===== config.mk =====
export PLATFORM = sky130hd
export DESIGN_NAME = disk_track_loader
export DESIGN_NICKNAME = d
export VERILOG_FILES = /design/src/rtl/disk_loader_pkg.sv /design/src/rtl/sd_block_seq.sv /design/src/rtl/disk_track_loader.sv
export SDC_FILE = /design/constraint.sdc
export NUM_CORES = 1
export LEC_CHECK = 0
export CORE_MARGIN = 5
export CORE_UTILIZATION = 35
export CTS_BUF_LIST = sky130_fd_sc_hd__clkbuf_8
export DETAILED_ROUTE_END_ITERATION = 10
export DONT_BUFFER_PORTS = 1
export GPL_TIMING_DRIVEN = 0
export PLACE_DENSITY = 0.6
export SYNTH_ARGS = -nofsm -noshare
export SYNTH_HDL_FRONTEND = slang
export SYNTH_SLANG_ARGS = --single-unit

===== constraint.sdc =====
create_clock -name clk_sys -period 5 [get_ports clk_sys]
set_input_delay 1.5 -clock clk_sys [delete_from_list [all_inputs] [get_ports clk_sys]]
set_output_delay 1.5 -clock clk_sys [all_outputs]
set_load 0.01 [all_outputs]

===== src/rtl/disk_loader_pkg.sv =====
// disk_loader_pkg: shared state encoding, SD block size and LBA helper for the track loader
package disk_loader_pkg;

    typedef enum logic [1:0] {
        ST_IDLE  = 2'd0,
        ST_FLUSH = 2'd1,
        ST_READ  = 2'd2
    } state_t;

    localparam int SD_BLOCK_BYTES = 512;

    // First SD block of a track: tracks are stored back to back, spt blocks each
    function automatic logic [31:0] track_lba(input int spt, input logic [31:0] trk);
        return 32'(spt) * trk;
    endfunction

endpackage


===== src/rtl/sd_block_seq.sv =====
// sd_block_seq: rd/wr handshake and sector counter for one track transfer of the selected drive
module sd_block_seq
    import disk_loader_pkg::*;
#(
    parameter int SECTORS_PER_TRACK = 13
) (
    input  logic        clk_sys,
    input  logic        reset_n,
    input  logic        start,
    input  logic [31:0] base_lba,
    input  logic        ack,
    output logic        req,
    output logic [31:0] lba,
    output logic [3:0]  sec,
    output logic        first_fall,
    output logic        done
);

    localparam logic [3:0] LAST = 4'(SECTORS_PER_TRACK - 1);

    logic ack_d;
    logic rise;
    logic fall;

    assign rise       = ack & ~ack_d;
    assign fall       = ~ack & ack_d;
    assign first_fall = fall & (sec == 4'd0);
    assign done       = fall & ~req;

    // Advance the block address on ack rise, the RAM sector on ack fall; start reloads both
    always_ff @(posedge clk_sys or negedge reset_n) begin
        if (!reset_n) begin
            ack_d <= 1'b0;
            req   <= 1'b0;
            lba   <= '0;
            sec   <= '0;
        end else begin
            ack_d <= ack;
            if (start) begin
                req <= 1'b1;
                lba <= base_lba;
                sec <= '0;
            end else begin
                if (rise) begin
                    lba <= lba + 32'd1;
                    if (sec == LAST) req <= 1'b0;
                end
                if (fall) sec <= sec + 4'd1;
            end
        end
    end

endmodule


===== src/rtl/disk_track_loader.sv =====
// disk_track_loader: multi-drive track fetcher from HPS virtual disks into track RAM.
// Define WRITEBACK_EN to flush dirty tracks to the image before loading the new one.
module disk_track_loader
    import disk_loader_pkg::*;
#(
    parameter int NUM_DRIVES        = 2,
    parameter int SECTORS_PER_TRACK = 13,
    parameter int TRACK_W           = 6,
    parameter int WAIT_FULL         = 0
) (
    input  logic                            clk_sys,
    input  logic                            reset_n,
    input  logic [NUM_DRIVES*TRACK_W-1:0]   track,
    input  logic [NUM_DRIVES-1:0]           img_mounted,
    input  logic [NUM_DRIVES-1:0]           img_present,
    input  logic [NUM_DRIVES-1:0]           track_dirty,
    output logic [31:0]                     sd_lba,
    output logic [NUM_DRIVES-1:0]           sd_rd,
    output logic [NUM_DRIVES-1:0]           sd_wr,
    input  logic [NUM_DRIVES-1:0]           sd_ack,
    output logic [$clog2(NUM_DRIVES):0]     ram_drive,
    output logic [3:0]                      ram_sec,
    output logic                            cpu_wait,
    output logic                            busy
);

    localparam int DW = $clog2(NUM_DRIVES) + 1;

    state_t                state;
    logic [DW-1:0]         last;
    logic [TRACK_W-1:0]    new_trk;
    logic [TRACK_W-1:0]    trk_sel;
    logic [TRACK_W-1:0]    cur_sel;
    logic [TRACK_W-1:0]    cur_track [NUM_DRIVES];
    logic [NUM_DRIVES-1:0] valid;
    logic [NUM_DRIVES-1:0] mount_seen;
    logic [NUM_DRIVES-1:0] dirty;
    logic [NUM_DRIVES-1:0] pend;
    logic [NUM_DRIVES-1:0] sel_oh;
    logic [NUM_DRIVES-1:0] drv_oh;
    logic                  any;
    logic                  flush_sel;
    logic                  start;
    logic                  req;
    logic                  first_fall;
    logic                  done;
    logic [31:0]           base_lba;
    int                    sel;

    assign drv_oh = NUM_DRIVES'(1) << ram_drive;
    assign busy   = state != ST_IDLE;
    assign sd_rd  = (state == ST_READ && req) ? drv_oh : '0;
    assign start  = (state == ST_IDLE && any) || (state == ST_FLUSH && done);
    assign base_lba = (state == ST_IDLE) ? track_lba(SECTORS_PER_TRACK, 32'(flush_sel ? cur_sel : trk_sel))
                                         : track_lba(SECTORS_PER_TRACK, 32'(new_trk));

`ifdef WRITEBACK_EN
    assign sd_wr = (state == ST_FLUSH && req) ? drv_oh : '0;

    // Controller writes mark a track dirty unless that drive is mid-transfer; a flush cleans it
    always_ff @(posedge clk_sys or negedge reset_n) begin
        if (!reset_n) begin
            dirty <= '0;
        end else begin
            for (int d = 0; d < NUM_DRIVES; d++) begin
                if (state == ST_FLUSH && done && drv_oh[d]) dirty[d] <= 1'b0;
                else if (track_dirty[d] && !(busy && drv_oh[d])) dirty[d] <= 1'b1;
            end
        end
    end
`else
    logic unused_dirty;
    assign sd_wr        = '0;
    assign dirty        = '0;
    assign unused_dirty = ^track_dirty;
`endif

    // A drive needs a load when it has an image and its RAM copy is stale or freshly mounted
    always_comb begin
        pend = '0;
        for (int d = 0; d < NUM_DRIVES; d++)
            pend[d] = img_present[d] & (~valid[d] | (cur_track[d] != track[d*TRACK_W +: TRACK_W]) | mount_seen[d]);
    end

    // Round-robin pick: the pending drive closest after the last one served wins
    always_comb begin
        any       = 1'b0;
        sel       = 0;
        trk_sel   = '0;
        cur_sel   = '0;
        flush_sel = 1'b0;
        sel_oh    = '0;
        for (int i = NUM_DRIVES; i >= 1; i--)
            for (int d = 0; d < NUM_DRIVES; d++)
                if (pend[d] && d == (int'(last) + i) % NUM_DRIVES) begin
                    any = 1'b1;
                    sel = d;
                end
        for (int d = 0; d < NUM_DRIVES; d++)
            if (d == sel) begin
                trk_sel   = track[d*TRACK_W +: TRACK_W];
                cur_sel   = cur_track[d];
                flush_sel = dirty[d] & valid[d];
                sel_oh[d] = 1'b1;
            end
    end

    sd_block_seq #(
        .SECTORS_PER_TRACK(SECTORS_PER_TRACK)
    ) u_seq (
        .clk_sys   (clk_sys),
        .reset_n   (reset_n),
        .start     (start),
        .base_lba  (base_lba),
        .ack       (|(sd_ack & drv_oh)),
        .req       (req),
        .lba       (sd_lba),
        .sec       (ram_sec),
        .first_fall(first_fall),
        .done      (done)
    );

    // Job sequencing and per-drive bookkeeping; absent drives track the head without SD traffic
    always_ff @(posedge clk_sys or negedge reset_n) begin
        if (!reset_n) begin
            state      <= ST_IDLE;
            last       <= DW'(NUM_DRIVES - 1);
            ram_drive  <= '0;
            new_trk    <= '0;
            cpu_wait   <= 1'b0;
            valid      <= '0;
            mount_seen <= '0;
            for (int d = 0; d < NUM_DRIVES; d++) cur_track[d] <= '0;
        end else begin
            mount_seen <= (mount_seen & ~((state == ST_IDLE && any) ? sel_oh : '0)) | img_mounted;
            for (int d = 0; d < NUM_DRIVES; d++) begin
                if (!img_present[d]) begin
                    cur_track[d] <= track[d*TRACK_W +: TRACK_W];
                    valid[d]     <= 1'b1;
                end else if (state == ST_READ && done && drv_oh[d]) begin
                    cur_track[d] <= new_trk;
                    valid[d]     <= 1'b1;
                end
            end
            if (state == ST_IDLE && any) begin
                ram_drive <= DW'(sel);
                last      <= DW'(sel);
                new_trk   <= trk_sel;
                cpu_wait  <= 1'b1;
                state     <= flush_sel ? ST_FLUSH : ST_READ;
            end else if (state == ST_FLUSH && done) begin
                state <= ST_READ;
            end else if (state == ST_READ && done) begin
                cpu_wait <= 1'b0;
                state    <= ST_IDLE;
            end else if (state == ST_READ && first_fall && WAIT_FULL == 0) begin
                cpu_wait <= 1'b0;
            end
        end
    end

endmodule

==> flow_metrics.py <==
metrics = {
    "timing": {
        "slew_viol_final": 0,
        "fin_crit_sh_pct": 91.4,
        "setup_viol_count_final": 0,
        "grt_setup_unrepaired": "no",
        "setup_tns_ns": 0,
        "fmax_ghz": 0.219,
        "final.min_clock_period_ns": 4.57,
        "clock_skew_ns": 0.00870,
        "tightest_slew_ns": 0.821,
        "hold_viol_final": 0,
        "slew-limit-headroom_pct": 45.3,
    },
    "drt": {
        "finalWirelength_mm": 9.01,
        "viasPerCell": 5.21,
        "num_vias": 2909,
        "drtAntennaViolNets": 0,
        "route.detailed.drc": 0,
        "dr.pass1.iters": 4,
        "dr.first_iter.drc_count": 130,
        "wl_per_cell_um": 16.1,
    },
    "critical_path": {
        "cp-end-kind": "flop",
        "cp_num_buf_inv": 1,
        "critPathMostFrequentCell": "fa_1",
        "reg2reg_slack_ns": 1.17,
        "path_depth": 12,
        "arrival_ns": 4.79,
        "setup.worst_path.end": "u_seq.lba[9]",
        "crit_chain": "clkbuf_1, o211ai_1, nand3_1, nand2_1, ha_1, fa_1, fa_1, a21o_1, a21oi_1, nand2b_1, o311a_1, mux2i_1",
        "crit_path_start_kind": "primary input",
        "crit_required_ns": 5.23,
        "r2r_start": "cur_track[10]",
        "crit_slowest_cell": "fa_1",
        "cpPeakStageDelay_ns": 0.52,
        "cp-startpoint": "img_present[0]",
        "critPathTopFamily": "adder cells",
        "worstPathMaxFanout": 10,
        "critPathKind": "in -> reg",
        "rr_worst_depth": 13,
        "rr_endpoint": "u_seq.lba[9]",
    },
    "yosys": {
        "yosys-top-cells-area": "dfrtp_1, xnor2_1, ha_1",
        "synth_edf_count": 0,
        "synth_top_area_share_pct": 39.8,
        "synth_commonest_cells": "dfrtp_1, nor2_1, xnor2_1",
        "syn-cell-area_um2": 3960,
        "synth_ff_type": "dfrtp_1",
        "yosysSeqAreaShare_pct": 40.5,
        "synth_cells": 400,
        "yosys_register_bits": 64,
        "yosysWarnings": 0,
        "yosysTopAreaCell": "dfrtp_1",
        "syn_avg_cell_area_um2": 9.89,
        "synthArstFlopShare_pct": 100,
        "synth_cell_type_count": 51,
        "synth_most_common_cell": "dfrtp_1",
    },
    "floorplan": {
        "initial_utilization_pct": 36.0,
        "fp-row-count": 38,
        "die_h_um": 116,
        "top_level_ports": 66,
        "die_w_um": 116,
        "die_area_um2": 13500,
        "core_um2": 11000,
    },
    "grt": {
        "antenna_found_initial": 0,
        "gr-total-overflow": 0,
        "grt_max_degree": 65,
        "grt_pass1_wl_mm": 14.9,
        "grt_pass1_vias": 2989,
        "track_usage_pct": 14.1,
    },
    "clock_tree": {
        "clock_latency_ns": 0.35,
        "cts_buffers": 9,
        "cts.path.max_buffers": 2,
        "post_cts_buffers": 0,
        "h-tree-depth": 3,
        "holdBufCountCts": 0,
        "cts_tree": "done",
        "clk_pin_slew_ns": 0.07,
        "cts_root_buffer": "clkbuf_8",
        "cts.sinks": 64,
        "cts_resized": 0,
    },
    "final_layout": {
        "diodes": 0,
        "stdcell_count": 558,
        "synthToLayoutAreaGrowth_pct": 10.1,
        "final_layout_size_suffix_gt1_share_pct": 11.5,
        "final_area_um2": 4360,
        "nNetsFinal": 457,
    },
    "status": {
        "status": "finished, final reports clean",
    },
    "place": {
        "place_congestion": 0.843,
        "place_inst": 542,
        "dpl.hpwl_mm": 6.81,
        "io_buffers": 0,
        "place_area_um2": 4140,
    },
    "power_and_ir_drop": {
        "peakVddDrop_mv": 0.152,
        "p_leak_nw": 1.88,
        "power_density_nw_per_um2": 448,
    },
    "run": {
        "cap_violations": 0,
    },
    "hold_path": {
        "min_from": "valid[1]",
        "min_path_type": "reg -> reg",
    },
}
## how the worst min path moves through the flow
stage	endpoint	slack, ns	cells past startpoint
floorplan	valid[0]	0.43	1
global placement	valid[0]	0.44	1
detailed placement	valid[0]	0.45	1
CTS	valid[0]	0.46	1
global route	valid[1]	0.49	1
finish	valid[1]	0.46	1
## metal layers
layer  track usage [%]  share of wire, %  up-vias
li1                  -                 -     1425
met1              18.1                45     1424
met2              22.6                47       51
met3              4.46               6.2        9
met4              4.64               1.3        0
met5                 0                 0        -
## area by class of cell
type | count | area (µm²)
Inverter | 17 | 63.8
Multi-Input combinational cell | 302 | 2190
Fill cell | 1086 | 6630
Clock inverter | 3 | 38.8
Tap cell | 140 | 175
Sequential cell | 64 | 1600
Buffer | 19 | 106
Clock buffer | 13 | 179
## cells by family (layout without fill, tap and decap cells)
kind of cell	count (synthesis)	after routing	share of synthesized area, %
AOI/OAI and AO/OA	57	57	9.08
muxes	22	22	5.69
and+or+nand+nor	149	149	21.9
buffers and inverters	36	52	4.30
adders and majority gates	22	22	7.53
xor gates and xnor gates	49	49	10.8
DFF	64	64	40.5
other	1	3	0.0948
## layout by cell type (no fill, tap or decap), types with 3 or more instances in the layout
cell type / count
xnor2_1: 45
o21ai_0: 13
nor3_1: 13
clkbuf_8: 13
a21oi_1: 15
conb_1: 3
nor4_1: 3
inv_1: 18
dfrtp_1: 63
xor2_1: 4
ha_1: 19
o211a_1: 3
a21o_1: 4
nand3_1: 19
nand4_1: 10
a31oi_1: 10
clkbuf_1: 7
nor2_1: 53
fa_1: 3
buf_4: 4
nor4_2: 5
buf_2: 4
nand2_1: 18
nor4_4: 6
nor2b_1: 3
mux2_2: 4
mux2i_1: 18
## where the power goes
part	total [mW]	internal, mW	switching, mW	leakage, nW
logic	0.603	0.292	0.311	0.991
registers	0.866	0.657	0.209	0.777
clock network	0.482	0.282	0.200	0.117
total	1.95	1.23	0.720	1.88
## flip-flops by register name, summed over array words and instances (netlist names)
signal       cells
cpu_wait         1
cur_track       12
last             1
mount_seen       2
new_trk          6
ram_drive        1
state            1
u_seq.ack_d      1
u_seq.lba       32
u_seq.req        1
u_seq.sec        4
valid            2
## through the flow
step / hold slack, ns / utilization (%) / total power, mW / worst slack, ns
floorplan: 0.431 / - / 1.33 / 0.467
global placement: 0.445 / 37.7 / 1.47 / 0.103
detailed placement: 0.447 / 37.7 / 1.49 / 0.0729
CTS: 0.463 / 39.7 / 1.98 / 0.434
global route: 0.489 / 39.7 / 2.11 / 0.125
finish: 0.458 / 39.7 / 1.95 / 0.431
No activity file was read; power rests on OpenSTA's default activity.
